==> config.mk <==
export PLATFORM = sky130hd
export DESIGN_NAME = csa_subtractor_seq
export DESIGN_NICKNAME = d
export VERILOG_FILES = /design/src/rtl/csa_subtractor_seq_pkg.sv /design/src/rtl/csa_sub_chunk.sv /design/src/rtl/csa_subtractor_seq.sv
export SDC_FILE = /design/constraint.sdc
export NUM_CORES = 1
export LEC_CHECK = 0
export BUFFER_PORTS_ARGS = -buffer_cell sky130_fd_sc_hd__buf_2
export CAP_MARGIN = 5
export CORE_MARGIN = 2
export CORE_UTILIZATION = 35
export CTS_CLUSTER_DIAMETER = 200
export DETAILED_ROUTE_END_ITERATION = 10
export GPL_ROUTABILITY_DRIVEN = 0
export PLACE_DENSITY_LB_ADDON = 0.3
export SLEW_MARGIN = 10
export SYNTH_ARGS = -nofsm -noshare
export SYNTH_HDL_FRONTEND = slang
export SYNTH_SLANG_ARGS = --single-unit
==> constraint.sdc <==
create_clock -name clk -period 10.1 [get_ports clk]
set_input_delay 1.01 -clock clk [delete_from_list [all_inputs] [get_ports clk]]
set_output_delay 1.01 -clock clk [all_outputs]
set_load 0.02 [all_outputs]
==> src/rtl/csa_subtractor_seq_pkg.sv <==
// Shared definitions for the chunked carry-skip subtractor: FSM encoding and
// an index-width helper that never returns zero.
package csa_subtractor_seq_pkg;

  typedef enum logic [1:0] {
    ST_IDLE = 2'd0,
    ST_RUN  = 2'd1,
    ST_DONE = 2'd2
  } state_e;

  // Width needed to count 0..n-1, clamped to at least one bit so NCHUNK==1 still has an index.
  function automatic int clog2_min1(input int n);
    int w;
    w = 1;
    while ((1 << w) < n) w++;
    return w;
  endfunction

endpackage

==> src/rtl/csa_sub_chunk.sv <==
// Combinational CHUNK_W-bit subtract slice: d_c = a_c - b_c - bin, computed as
// a_c + ~b_c + ~bin with a carry-skip bypass around the ripple chain.
module csa_sub_chunk
  import csa_subtractor_seq_pkg::*;
#(
  parameter int CHUNK_W = 4
) (
  input  logic [CHUNK_W-1:0] a_c,
  input  logic [CHUNK_W-1:0] b_c,
  input  logic               bin,
  output logic [CHUNK_W-1:0] d_c,
  output logic               bout
);

  logic [CHUNK_W-1:0] b_inv;
  logic [CHUNK_W-1:0] p;
  logic [CHUNK_W-1:0] g;
  logic               cout;

  always_comb begin
    logic carry;
    b_inv = ~b_c;
    p     = a_c ^ b_inv;
    g     = a_c & b_inv;
    d_c   = '0;
    carry = ~bin;
    for (int i = 0; i < CHUNK_W; i++) begin
      d_c[i] = p[i] ^ carry;
      carry  = g[i] | (p[i] & carry);
    end
    // All-propagate chunk: carry-in passes straight through, bypassing the ripple chain.
    cout = (&p) ? ~bin : carry;
    bout = ~cout;
  end

endmodule

==> src/rtl/csa_subtractor_seq.sv <==
// Multi-cycle DATA_W-bit subtractor, one CHUNK_W slice per RUN cycle (LSB first),
// with the borrow registered between chunks and valid/ready on both sides.
//
// state   | meaning
// --------+---------------------------------------------------------------
// ST_IDLE | in_ready=1, waiting for operands
// ST_RUN  | subtracting chunk idx_q, borrow carried in borrow_q
// ST_DONE | out_valid=1, result and flags held until out_ready
module csa_subtractor_seq
  import csa_subtractor_seq_pkg::*;
#(
  parameter int DATA_W  = 16,
  parameter int CHUNK_W = 4
) (
  input  logic              clk,
  input  logic              rst,
  input  logic              in_valid,
  output logic              in_ready,
  input  logic [DATA_W-1:0] a,
  input  logic [DATA_W-1:0] b,
  input  logic              bin,
  output logic              out_valid,
  input  logic              out_ready,
  output logic [DATA_W-1:0] diff,
  output logic              bout,
  output logic              ovf,
  output logic              zero
);

  localparam int NCHUNK = DATA_W / CHUNK_W;
  localparam int IDX_W  = clog2_min1(NCHUNK);
  localparam int MSB    = DATA_W - 1;
  localparam logic [IDX_W-1:0] LAST_IDX = IDX_W'(NCHUNK - 1);

  if (DATA_W % CHUNK_W != 0) begin : g_bad_width
    $error("csa_subtractor_seq: DATA_W must be a multiple of CHUNK_W");
  end

  state_e             state_q, state_d;
  logic [DATA_W-1:0]  a_q, a_d;
  logic [DATA_W-1:0]  b_q, b_d;
  logic [DATA_W-1:0]  diff_q, diff_d;
  logic [IDX_W-1:0]   idx_q, idx_d;
  logic               borrow_q, borrow_d;
  logic               bout_q, bout_d;
  logic               ovf_q, ovf_d;
  logic               zero_q, zero_d;

  logic [CHUNK_W-1:0] a_c, b_c, d_c;
  logic               chunk_bout;

  assign a_c = a_q[idx_q*CHUNK_W +: CHUNK_W];
  assign b_c = b_q[idx_q*CHUNK_W +: CHUNK_W];

  csa_sub_chunk #(.CHUNK_W(CHUNK_W)) u_chunk (
    .a_c  (a_c),
    .b_c  (b_c),
    .bin  (borrow_q),
    .d_c  (d_c),
    .bout (chunk_bout)
  );

  always_ff @(posedge clk) begin
    if (rst) begin
      state_q  <= ST_IDLE;
      a_q      <= '0;
      b_q      <= '0;
      diff_q   <= '0;
      idx_q    <= '0;
      borrow_q <= 1'b0;
      bout_q   <= 1'b0;
      ovf_q    <= 1'b0;
      zero_q   <= 1'b0;
    end else begin
      state_q  <= state_d;
      a_q      <= a_d;
      b_q      <= b_d;
      diff_q   <= diff_d;
      idx_q    <= idx_d;
      borrow_q <= borrow_d;
      bout_q   <= bout_d;
      ovf_q    <= ovf_d;
      zero_q   <= zero_d;
    end
  end

  always_comb begin
    state_d  = state_q;
    a_d      = a_q;
    b_d      = b_q;
    diff_d   = diff_q;
    idx_d    = idx_q;
    borrow_d = borrow_q;
    bout_d   = bout_q;
    ovf_d    = ovf_q;
    zero_d   = zero_q;
    case (state_q)
      ST_IDLE: begin
        if (in_valid) begin
          a_d      = a;
          b_d      = b;
          borrow_d = bin;
          idx_d    = '0;
          diff_d   = '0;
          state_d  = ST_RUN;
        end
      end
      ST_RUN: begin
        diff_d[idx_q*CHUNK_W +: CHUNK_W] = d_c;
        borrow_d = chunk_bout;
        idx_d    = idx_q + 1'b1;
        if (idx_q == LAST_IDX) begin
          // Flags come from the fully assembled result, including this cycle's top chunk.
          idx_d   = '0;
          bout_d  = chunk_bout;
          ovf_d   = (a_q[MSB] ^ b_q[MSB]) & (a_q[MSB] ^ diff_d[MSB]);
          zero_d  = ~|diff_d;
          state_d = ST_DONE;
        end
      end
      ST_DONE: begin
        if (out_ready) state_d = ST_IDLE;
      end
      default: state_d = ST_IDLE;
    endcase
  end

  assign in_ready  = (state_q == ST_IDLE);
  assign out_valid = (state_q == ST_DONE);
  assign diff      = diff_q;
  assign bout      = bout_q;
  assign ovf       = ovf_q;
  assign zero      = zero_q;

endmodule

Word level (Yosys, flattened, before mapping):

Index checks and enable logic that the tools add are counted.

* output and inout bits: 21
* logic and storage cells: 63
* flip-flop bits (word level): 56

* muxes and demuxes: 13
* reduce and logical (&&, ||, !) cells: 9
* shifts and indexed selects: 4
* $add $sub $neg: 2
* eq/ne operators: 6
* bitwise logic cells: 20

Operators by type and width (number)
* 4-bit negation with 34-bit output: 1
* 4-bit by 34-bit variable shift with 16-bit output, first input constant: 1
* 4-bit by 34-bit variable part select with 16-bit output: 1
* 16-bit case mux with 2 select lines: 1
* 16-bit by 5-bit variable part select with 4-bit output: 2
* 16-bit bitwise mux: 1
* 16-bit 2-to-1 mux: 1
* 16-bit OR reduction: 1
* 2-bit 2-to-1 mux: 5
* 2-bit case mux with 3 select lines: 1
* 2-bit AND reduction: 3
* 1-bit XOR: 6
* 1-bit bitwise AND: 5
* 4-bit bitwise AND: 1
* 2-bit == test, second input constant: 2
* 2-bit != test, second input constant: 2
* 4-bit inverter: 1
* 1-bit OR: 4
* 2-bit case mux with 2 select lines: 1
* 4-bit AND reduction: 1
* 4-bit XOR: 1
* 3-bit AND reduction: 1
* 2-bit by 1-bit adder with 2-bit output, second input constant: 1
* 2-bit by 1-bit == test with 1-bit output, second input constant: 1
* 7 further kinds: 9

Longest topological paths before layout:

Gate-level depths: netlist (run 1).

* depth after elaboration: 14
* mapped depth: 13

By module:

From an unflattened synthesis (run 1), not the netlist that was laid out.

* cells, all modules: 321
* area, all modules: 2707.6 um^2

Modules (own cells, without submodules)
* csa_subtractor_seq: times used 1, cells each 299, area each 2514.9 um^2
* csa_sub_chunk: times used 1, cells each 22, area each 192.7 um^2

Least setup slack after synthesis (run 1):

Ideal clock, no wire load.

* path kind: register to register
* from: register idx_q[1]
* to: register zero_q, in the netlist zero
* stages on the path, launching flop included: 13
* required time: 10.013 ns
* setup slack: 6.363 ns
* arrival: 3.650 ns
* path buffers: 1
* setup time: 0.087 ns
* cell sequence: dfxtp_1 clkbuf_1 mux4_2 inv_1 fa_1 inv_1 fa_1 fa_1 fa_1 or4_1 nand4_1 o2111ai_1 o31ai_1

* longest elaborated chain between the ends: 14
* elaborated cells on any way between the ends: 23

RTL lines
* from (decl): RTL line csa_subtractor_seq.sv:43 `logic [IDX_W-1:0] idx_q, idx_d;`
* from (signal assigned): RTL line csa_subtractor_seq.sv:79 `idx_q <= idx_d;`
* 16-bit by 5-bit variable part select with 4-bit output: RTL line csa_subtractor_seq.sv:53 `assign b_c = b_q[idx_q*CHUNK_W +: CHUNK_W];`
* 4-bit inverter: RTL line csa_sub_chunk.sv:22 `b_inv = ~b_c;`
* 4-bit XOR: RTL line csa_sub_chunk.sv:23 `p = a_c ^ b_inv;`
* 1-bit bitwise AND: RTL line csa_sub_chunk.sv:29 `carry = g[i] | (p[i] & carry);`
* 1-bit OR: RTL line csa_sub_chunk.sv:29
* 1-bit bitwise AND: RTL line csa_sub_chunk.sv:29
* 1-bit OR: RTL line csa_sub_chunk.sv:29
* 1-bit bitwise AND: RTL line csa_sub_chunk.sv:29
* 1-bit OR: RTL line csa_sub_chunk.sv:29
* 1-bit XOR: RTL line csa_sub_chunk.sv:28 `d_c[i] = p[i] ^ carry;`
* 4-bit by 34-bit variable part select with 16-bit output: RTL line csa_subtractor_seq.sv:109 `diff_d[idx_q*CHUNK_W +: CHUNK_W] = d_c;`
* 16-bit bitwise mux: RTL line csa_subtractor_seq.sv:109
* 16-bit OR reduction: RTL line csa_subtractor_seq.sv:117 `zero_d = ~|diff_d;`
* 1-bit logical NOT: RTL line csa_subtractor_seq.sv:117
* to (signal assigned): RTL line csa_subtractor_seq.sv:83 `zero_q <= zero_d;`
* to (decl): RTL line csa_subtractor_seq.sv:47 `logic zero_q, zero_d;`

Several ways; a longest one is shown, not always the timed one.
A chain may end at the register's enable or synchronous reset.

Worst setup path in the final report (run 1):

* from: register idx_q[0]
* to: register ovf_q, in the netlist ovf

* longest elaborated chain between the ends: 14
* elaborated cells on any way between the ends: 23

RTL lines
* 16-bit by 5-bit variable part select with 4-bit output: RTL line csa_subtractor_seq.sv:53
* 4-bit inverter: RTL line csa_sub_chunk.sv:22
* 4-bit XOR: RTL line csa_sub_chunk.sv:23
* 1-bit bitwise AND: RTL line csa_sub_chunk.sv:29
* 1-bit OR: RTL line csa_sub_chunk.sv:29
* 1-bit bitwise AND: RTL line csa_sub_chunk.sv:29
* 1-bit OR: RTL line csa_sub_chunk.sv:29
* 1-bit bitwise AND: RTL line csa_sub_chunk.sv:29
* 1-bit OR: RTL line csa_sub_chunk.sv:29
* 1-bit XOR: RTL line csa_sub_chunk.sv:28
* 4-bit by 34-bit variable part select with 16-bit output: RTL line csa_subtractor_seq.sv:109
* 16-bit bitwise mux: RTL line csa_subtractor_seq.sv:109
* 1-bit XOR: RTL line csa_subtractor_seq.sv:116 `ovf_d = (a_q[MSB] ^ b_q[MSB]) & (a_q[MSB] ^ diff_d[MSB]);`
* 1-bit bitwise AND: RTL line csa_subtractor_seq.sv:116
* to (signal assigned): RTL line csa_subtractor_seq.sv:82 `ovf_q <= ovf_d;`
* to (decl): RTL line csa_subtractor_seq.sv:46 `logic ovf_q, ovf_d;`

Several ways; a longest one is shown, not always the timed one.

==> flow_metrics.env, run 1 <==
export IMPL_fmax_mhz=248
export IMPL_cp_end_kind="flop"
export IMPL_async_flop_share_pct=0
export IMPL_drt_vias_per_instance=4.91
export IMPL_leakage_nw=1.29
export IMPL_outcome="finished, final reports clean"
export IMPL_ant_nets=0
export IMPL_dieWidth_um=92.1
export IMPL_drc=0
export IMPL_synthMuxAreaShare_pct=6.63
export IMPL_path_cells="mux4_2 > inv_1 > fa_1 > inv_1 > fa_1 > fa_1 > fa_1 > nor2b_1 > a31oi_2 > nor3b_1 > a21oi_1 > a311oi_1"
export IMPL_yosysUniqueCellTypes=32
export IMPL_crit_fanout=18
export IMPL_cts_htree_levels=2
export IMPL_start_kind="flop"
export IMPL_wl_met2_um=2860
export IMPL_cts_buffers=5
export IMPL_overflow=0
export IMPL_pre_cts_ws_ns=6.07
export IMPL_syn_avg_cell_area_um2=8.38
export IMPL_vias=2318
export IMPL_grt_pass1_wl_um=10400
export IMPL_setup_ws_ns=6.07
export IMPL_drt_iter0_markers=68
export IMPL_fillers=805
export IMPL_nets=420
export IMPL_seq_area_frac_synth_pct=41.3
export IMPL_critPathKind="flop to flop"
export IMPL_n_antenna_cell=0
export IMPL_wl_per_cell_um=13.0
export IMPL_drtPass1Iterations=4
export IMPL_syn_nets=375
export IMPL_synth_top_family_by_area="simple AND/OR/NAND/NOR gates"
export IMPL_cts_resized=0
export IMPL_cts_tree="done"
export IMPL_ir_drop_uv=71.6
export IMPL_max_cap_viol_count=0
export IMPL_met3_length_um=326
export IMPL_hold_path_class="flop to flop"
export IMPL_rr_worst_depth=12
export IMPL_dp_hpwl_um=4470
export IMPL_dieArea_um2=8480
export IMPL_ys_ff_latch=56
export IMPL_cts_root_buf="clkbuf_8"
export IMPL_top_layer="met4"
export IMPL_clkTransAtPathRegs_ns=0.10
export IMPL_synthCells=324
export IMPL_die_h_um=92.1
export IMPL_clock_latency_ns=0.31
export IMPL_cp_buffers_inverters=2
export IMPL_cellPowerDensity_nw_per_um2=141
export IMPL_finalMaxSlewViolations=0
export IMPL_grt_max_degree=58
export IMPL_holdPathStages=2
export IMPL_synthAdderAreaFrac_pct=7.55
export IMPL_synthToLayoutAreaGrowth_pct=15.7
export IMPL_cts_sinks=56
export IMPL_synth_top_flop_cell="dfxtp_1"
export IMPL_fin_skew_ns=0.00770
export IMPL_synth_edf_count=0
export IMPL_period_minus_slack_ns=4.03
export IMPL_tns_ns=0
export IMPL_core_um2=7610
export IMPL_core_rowCount=32
export IMPL_cp_startpoint="idx_q[0]$_SDFFE_PP0P_"
export IMPL_clockBufferDepth=2
export IMPL_grt_pass1_vias=2230
export IMPL_max_stage_delay_ns=0.86
export IMPL_hold_violations=0
export IMPL_cp_common_cell="fa_1"
export IMPL_min_to="b_q[10]$_SDFFE_PP0P_"
export IMPL_met1_length_um=2890
export IMPL_hp_start="b_q[10]$_SDFFE_PP0P_"
export IMPL_synth_xor_area_share_pct=0
export IMPL_slowest_stage="dfxtp_1"
export IMPL_drive_gt1_share_pct=21.1
export IMPL_cp_arrival_ns=4.24
export IMPL_min_period_over_period_pct=39.9
export IMPL_ys_warn_count=0
export IMPL_io_pins=58
export IMPL_place_inst=464
export IMPL_mappedNetlistArea_um2=2720
export IMPL_routed_wl_um=6120
export IMPL_ctsHoldBuffers=0
export IMPL_initial_utilization_pct=35.7
export IMPL_cp_top_family="adder cells"
export IMPL_synth_simple_area_share_pct=23.9
export IMPL_postCtsSetupRepairBufs=0
export IMPL_portBuffers=57
export IMPL_synth_compound_area_share_pct=16.0
export IMPL_r2r_start="idx_q[0]$_SDFFE_PP0P_"
export IMPL_cp_required_ns=10.31
export IMPL_grt_antenna_before_repair=0
export IMPL_reg2reg_to="ovf$_SDFFE_PP0P_"
export IMPL_r2r_slack_ns=6.07
export IMPL_track_usage_pct=15.2
export IMPL_tightest_slew_ns=1.00
export IMPL_finalSetupViolations=0
export IMPL_rsz0062_at_grt="false"
export IMPL_slew_headroom_pct=33.2
export IMPL_finalNonFillerCells=472
## power by group
| group | switching [W] | total (W) | internal (W) |
|---|---|---|---|
| clock | 0.0000739 | 0.000124 | 0.0000499 |
| combinational | 0.0000466 | 0.0000789 | 0.0000323 |
| sequential | 0.00000883 | 0.000240 | 0.000231 |
| total | 0.000129 | 0.000442 | 0.000313 |
## cell usage in the layout, fill, tap and decap left out, types with 2 or more instances in the layout
cell type / Yosys / final
mux4_2: 8 / 8
clkbuf_8: 0 / 5
and2b_1: 3 / 3
nor2b_1: 16 / 16
buf_2: 9 / 57
dfxtp_1: 56 / 56
buf_4: 1 / 2
nor2_1: 33 / 33
a31oi_1: 21 / 21
a31oi_2: 2 / 2
nand4_1: 3 / 3
ha_1: 10 / 10
nand2_1: 71 / 71
a22oi_1: 4 / 4
nand2b_1: 3 / 3
and2_1: 2 / 2
a21oi_1: 41 / 41
nand3_1: 4 / 4
and4_1: 2 / 2
fa_1: 4 / 4
inv_1: 9 / 9
a311oi_1: 2 / 2
## state kept, by name, indices dropped and copies added (netlist names)
register,cells
bout,1
ovf,1
idx_q,2
state_q,2
borrow_q,1
diff,16
b_q,16
zero,1
a_q,16
## synth_stat cells (all sizes together), types with 2 or more instances
library cell	n	area, um^2
a31oi	23	156
dfxtp	56	1120
a21oi	41	205
and4	2	17.5
nand4	3	18.8
and2	2	12.5
a22oi	4	30.0
clkbuf	8	30.0
and2b	3	22.5
mux4	8	180
ha	10	125
buf	13	63.8
nor2	33	124
nand3	4	20.0
nand2	71	267
inv	9	33.8
fa	4	80.1
nand2b	3	18.8
a311oi	2	17.5
nor2b	17	114
## stage by stage
stage          power, W  hold slack [ns]  instance area [um^2]  util, %
3_3_place_gp   0.000323            0.441                  3050     40.1
3_5_place_dp   0.000325            0.446                  3050     40.1
2_1_floorplan  0.000301            0.433                  2720        -
4_1_cts        0.000448            0.461                  3140     41.3
5_1_grt        0.000469            0.483                  3140     41.3
6_report       0.000442            0.460                  3140     41.3
## worst min-delay path: stages, from the launching register on
cell     delay [ns]
dfxtp_1        0.32
nand2_1        0.05
a21oi_1        0.05
## area by class of cell
class / instances / area (um^2) / share of cell area [%]
clock buffer: 5 / 68.8 / 2.19
clock inverter: 3 / 22.5 / 0.717
inverter: 9 / 33.8 / 1.08
multi-input combinational: 238 / 1470 / 46.7
sequential: 56 / 1120 / 35.7
tap: 102 / 128 / 4.06
timing repair buffer: 59 / 300 / 9.56
## how the worst max path moves through the flow
| stage | end | slack [ns] | cells past startpoint |
|---|---|---|---|
| final | ovf$_SDFFE_PP0P_ | 6.07 | 12 |
| after global routing | ovf$_SDFFE_PP0P_ | 5.76 | 12 |
| after CTS | ovf$_SDFFE_PP0P_ | 6.01 | 12 |
| after detailed placement | zero$_SDFFE_PP0P_ | 6.07 | 12 |
| after global placement | zero$_SDFFE_PP0P_ | 6.26 | 12 |
| after floorplan | zero$_SDFFE_PP0P_ | 6.36 | 12 |
## layer usage
| metal | GRT usage (%) | vias up |
|---|---|---|
| met1 | 20.0 | 1061 |
| met5 | 0 | - |
| met3 | 2.96 | 4 |
| li1 | - | 1192 |
| met2 | 25.4 | 61 |
| met4 | 4.23 | 0 |
## kinds of logic (layout without fill, tap and decap cells)
logic type / Yosys count / count (layout)
buffers and inverters: 30 / 76
adder cells (fa/ha/maj): 14 / 14
AO/OA/AOI/OAI: 73 / 73
flip-flops: 56 / 56
AND/OR/NAND/NOR: 143 / 143
multiplexers: 8 / 8
Note: power is estimated with default switching activity, not from simulation.
==> run 2: changes to the inputs <==
==> constraint.sdc (replaced) <==
create_clock -name clk -period 3.85 [get_ports clk]
set_input_delay 0.385 -clock clk [delete_from_list [all_inputs] [get_ports clk]]
set_output_delay 0.385 -clock clk [all_outputs]
set_load 0.02 [all_outputs]
==> run 2 against run 1 <==
Effect of this change: routed wire length grew 2.4%; register-to-register slack lost 5.8 ns; worst hold slack lost 0.17 ns; critical path depth is the same; global-route usage grew 0.49 points; setup slack lost 5.8 ns; critical path type unchanged; critical endpoint is now zero$_SDFFE_PP0P_; highest routed layer unchanged.
==> flow_metrics.env, run 2 (synthesized netlist as in run 1, its figures left out) <==
export IMPL_outcome="finished, final reports clean"
export IMPL_grt_pass1_vias=2255
export IMPL_cp_startpoint="idx_q[1]$_SDFFE_PP0P_"
export IMPL_total_power_w=0.00119
export IMPL_cp_end_kind="flop"
export IMPL_hp_start="a[10]"
export IMPL_slowest_stage="mux4_2"
export IMPL_cts_sinks=56
export IMPL_placed_cell_area_um2=3070
export IMPL_final_common_cell="nand2_1"
export IMPL_cp_arrival_ns=3.79
export IMPL_drt_vias_per_instance=4.92
export IMPL_layout_common_cells="nand2_1 (70), buf_2 (57), dfxtp_1 (55)"
export IMPL_crit_fanout=4
export IMPL_ir_drop_uv=203
export IMPL_rr_worst_depth=12
export IMPL_fin_skew_ns=0.0104
export IMPL_leakage_nw=1.31
export IMPL_cts_buffers=5
export IMPL_nets=423
export IMPL_hold_path_class="input pin to flop"
export IMPL_dieWidth_um=92.1
export IMPL_cts_root_buf="clkbuf_8"
export IMPL_cts_tree="done"
export IMPL_die_h_um=92.1
export IMPL_setup_ws_ns=0.288
export IMPL_n_antenna_cell=0
export IMPL_clock_latency_ns=0.32
export IMPL_synthToLayoutAreaGrowth_pct=16.9
export IMPL_clockBufferDepth=2
export IMPL_vias=2337
export IMPL_start_kind="flop"
export IMPL_dp_hpwl_um=4520
export IMPL_stdcell_area_um2=3170
export IMPL_ctsHoldBuffers=0
export IMPL_cts_htree_levels=2
export IMPL_r2r_slack_ns=0.29
export IMPL_finalNonFillerCells=475
export IMPL_portBuffers=57
export IMPL_hold_violations=0
export IMPL_initial_utilization_pct=35.7
export IMPL_drive_gt1_share_pct=22.3
export IMPL_finalSetupViolations=0
export IMPL_period_minus_slack_ns=3.56
export IMPL_cp_common_cell="fa_1"
export IMPL_grt_pass1_wl_um=10700
export IMPL_pre_cts_ws_ns=0.262
export IMPL_min_to="a_q[10]$_SDFFE_PP0P_"
export IMPL_tightest_slew_ns=0.999
export IMPL_critPathKind="flop to flop"
export IMPL_path_cells="mux4_2 > inv_1 > fa_1 > inv_1 > fa_1 > fa_1 > fa_1 > nor2b_1 > a31oi_2 > and4_1 > o2111ai_1 > o31ai_1"
export IMPL_place_inst=467
export IMPL_min_period_over_period_pct=92.5
export IMPL_max_cap_viol_count=0
export IMPL_drtPass1Iterations=4
export IMPL_overflow=0
export IMPL_tns_ns=0
export IMPL_drt_iter0_markers=90
export IMPL_max_stage_delay_ns=0.52
export IMPL_routed_wl_um=6270
export IMPL_drc=0
export IMPL_core_rowCount=32
export IMPL_r2r_start="idx_q[1]$_SDFFE_PP0P_"
export IMPL_dieArea_um2=8480
export IMPL_io_pins=58
export IMPL_rsz0062_at_grt="false"
export IMPL_fmax_mhz=281
export IMPL_clkTransAtPathRegs_ns=0.12
export IMPL_track_usage_pct=15.7
export IMPL_reg2reg_to="zero$_SDFFE_PP0P_"
export IMPL_cp_required_ns=4.08
export IMPL_core_um2=7610
export IMPL_ant_nets=0
export IMPL_grt_max_degree=58
export IMPL_holdPathStages=3
export IMPL_slew_headroom_pct=33.4
export IMPL_finalMaxSlewViolations=0
export IMPL_grt_antenna_before_repair=0
export IMPL_cellPowerDensity_nw_per_um2=375
export IMPL_wl_per_cell_um=13.2
run 2: cell types whose count changed in the layout (fill, tap and decap cells not counted), sizes merged:
cell and delta:
inv +2, buf +3, clkinv -2
run 2: how the worst max path moves through the flow:
stage | end | slack, ns
6_report | zero$_SDFFE_PP0P_ | 0.29
5_1_grt | zero$_SDFFE_PP0P_ | 0.01
4_1_cts | zero$_SDFFE_PP0P_ | 0.22
3_5_place_dp | zero$_SDFFE_PP0P_ | 0.26
3_3_place_gp | zero$_SDFFE_PP0P_ | 0.38
2_1_floorplan | zero$_SDFFE_PP0P_ | 0.11
run 2: metrics by stage:
step	hold WS [ns]	util (%)
after floorplan	0.433	-
after global placement	0.441	40.4
after detailed placement	0.447	40.4
after CTS	0.283	41.7
after global routing	0.277	41.7
final	0.288	41.7
run 2: layout make-up:
cell class | instances | area (um^2)
multi-input cells | 238 | 1470
clock inverters | 3 | 28.8
repair buffers | 62 | 323
well taps | 102 | 128
inverters | 9 | 33.8
flip-flops and latches | 56 | 1120
clock buffers | 5 | 68.8
fillers | 810 | 4430
run 2: layer usage:
metal,up-vias,part of all wire (%),GRT usage (%)
met5,-,0,0
met4,0,0.97,4.60
met1,1079,48,21.1
met3,5,4.1,3.29
li1,1202,-,-
met2,51,47,25.4
run 2: what timing repair did:
action,CTS,global route
endpoints found under the setup margin,0,1
setup buffers,0,0
resized for setup,0,1
run 2: report_power, final:
part	total (W)	switching, W	internal [W]
sequential	0.000623	0.0000170	0.000606
clock	0.000353	0.000215	0.000138
combinational	0.000215	0.000129	0.0000865
total	0.00119	0.000361	0.000831
run 2: worst max-delay path: cells and delay by family (launching register included):
| kind | cells | cell delay [ns] |
|---|---|---|
| adder cells (fa/ha/maj) | 4 | 1.40 |
| AO/OA/AOI/OAI | 3 | 0.62 |
| AND/OR/NAND/NOR | 2 | 0.44 |
| multiplexers | 1 | 0.52 |
| flip-flops | 1 | 0.36 |
| buffers and inverters | 2 | 0.15 |
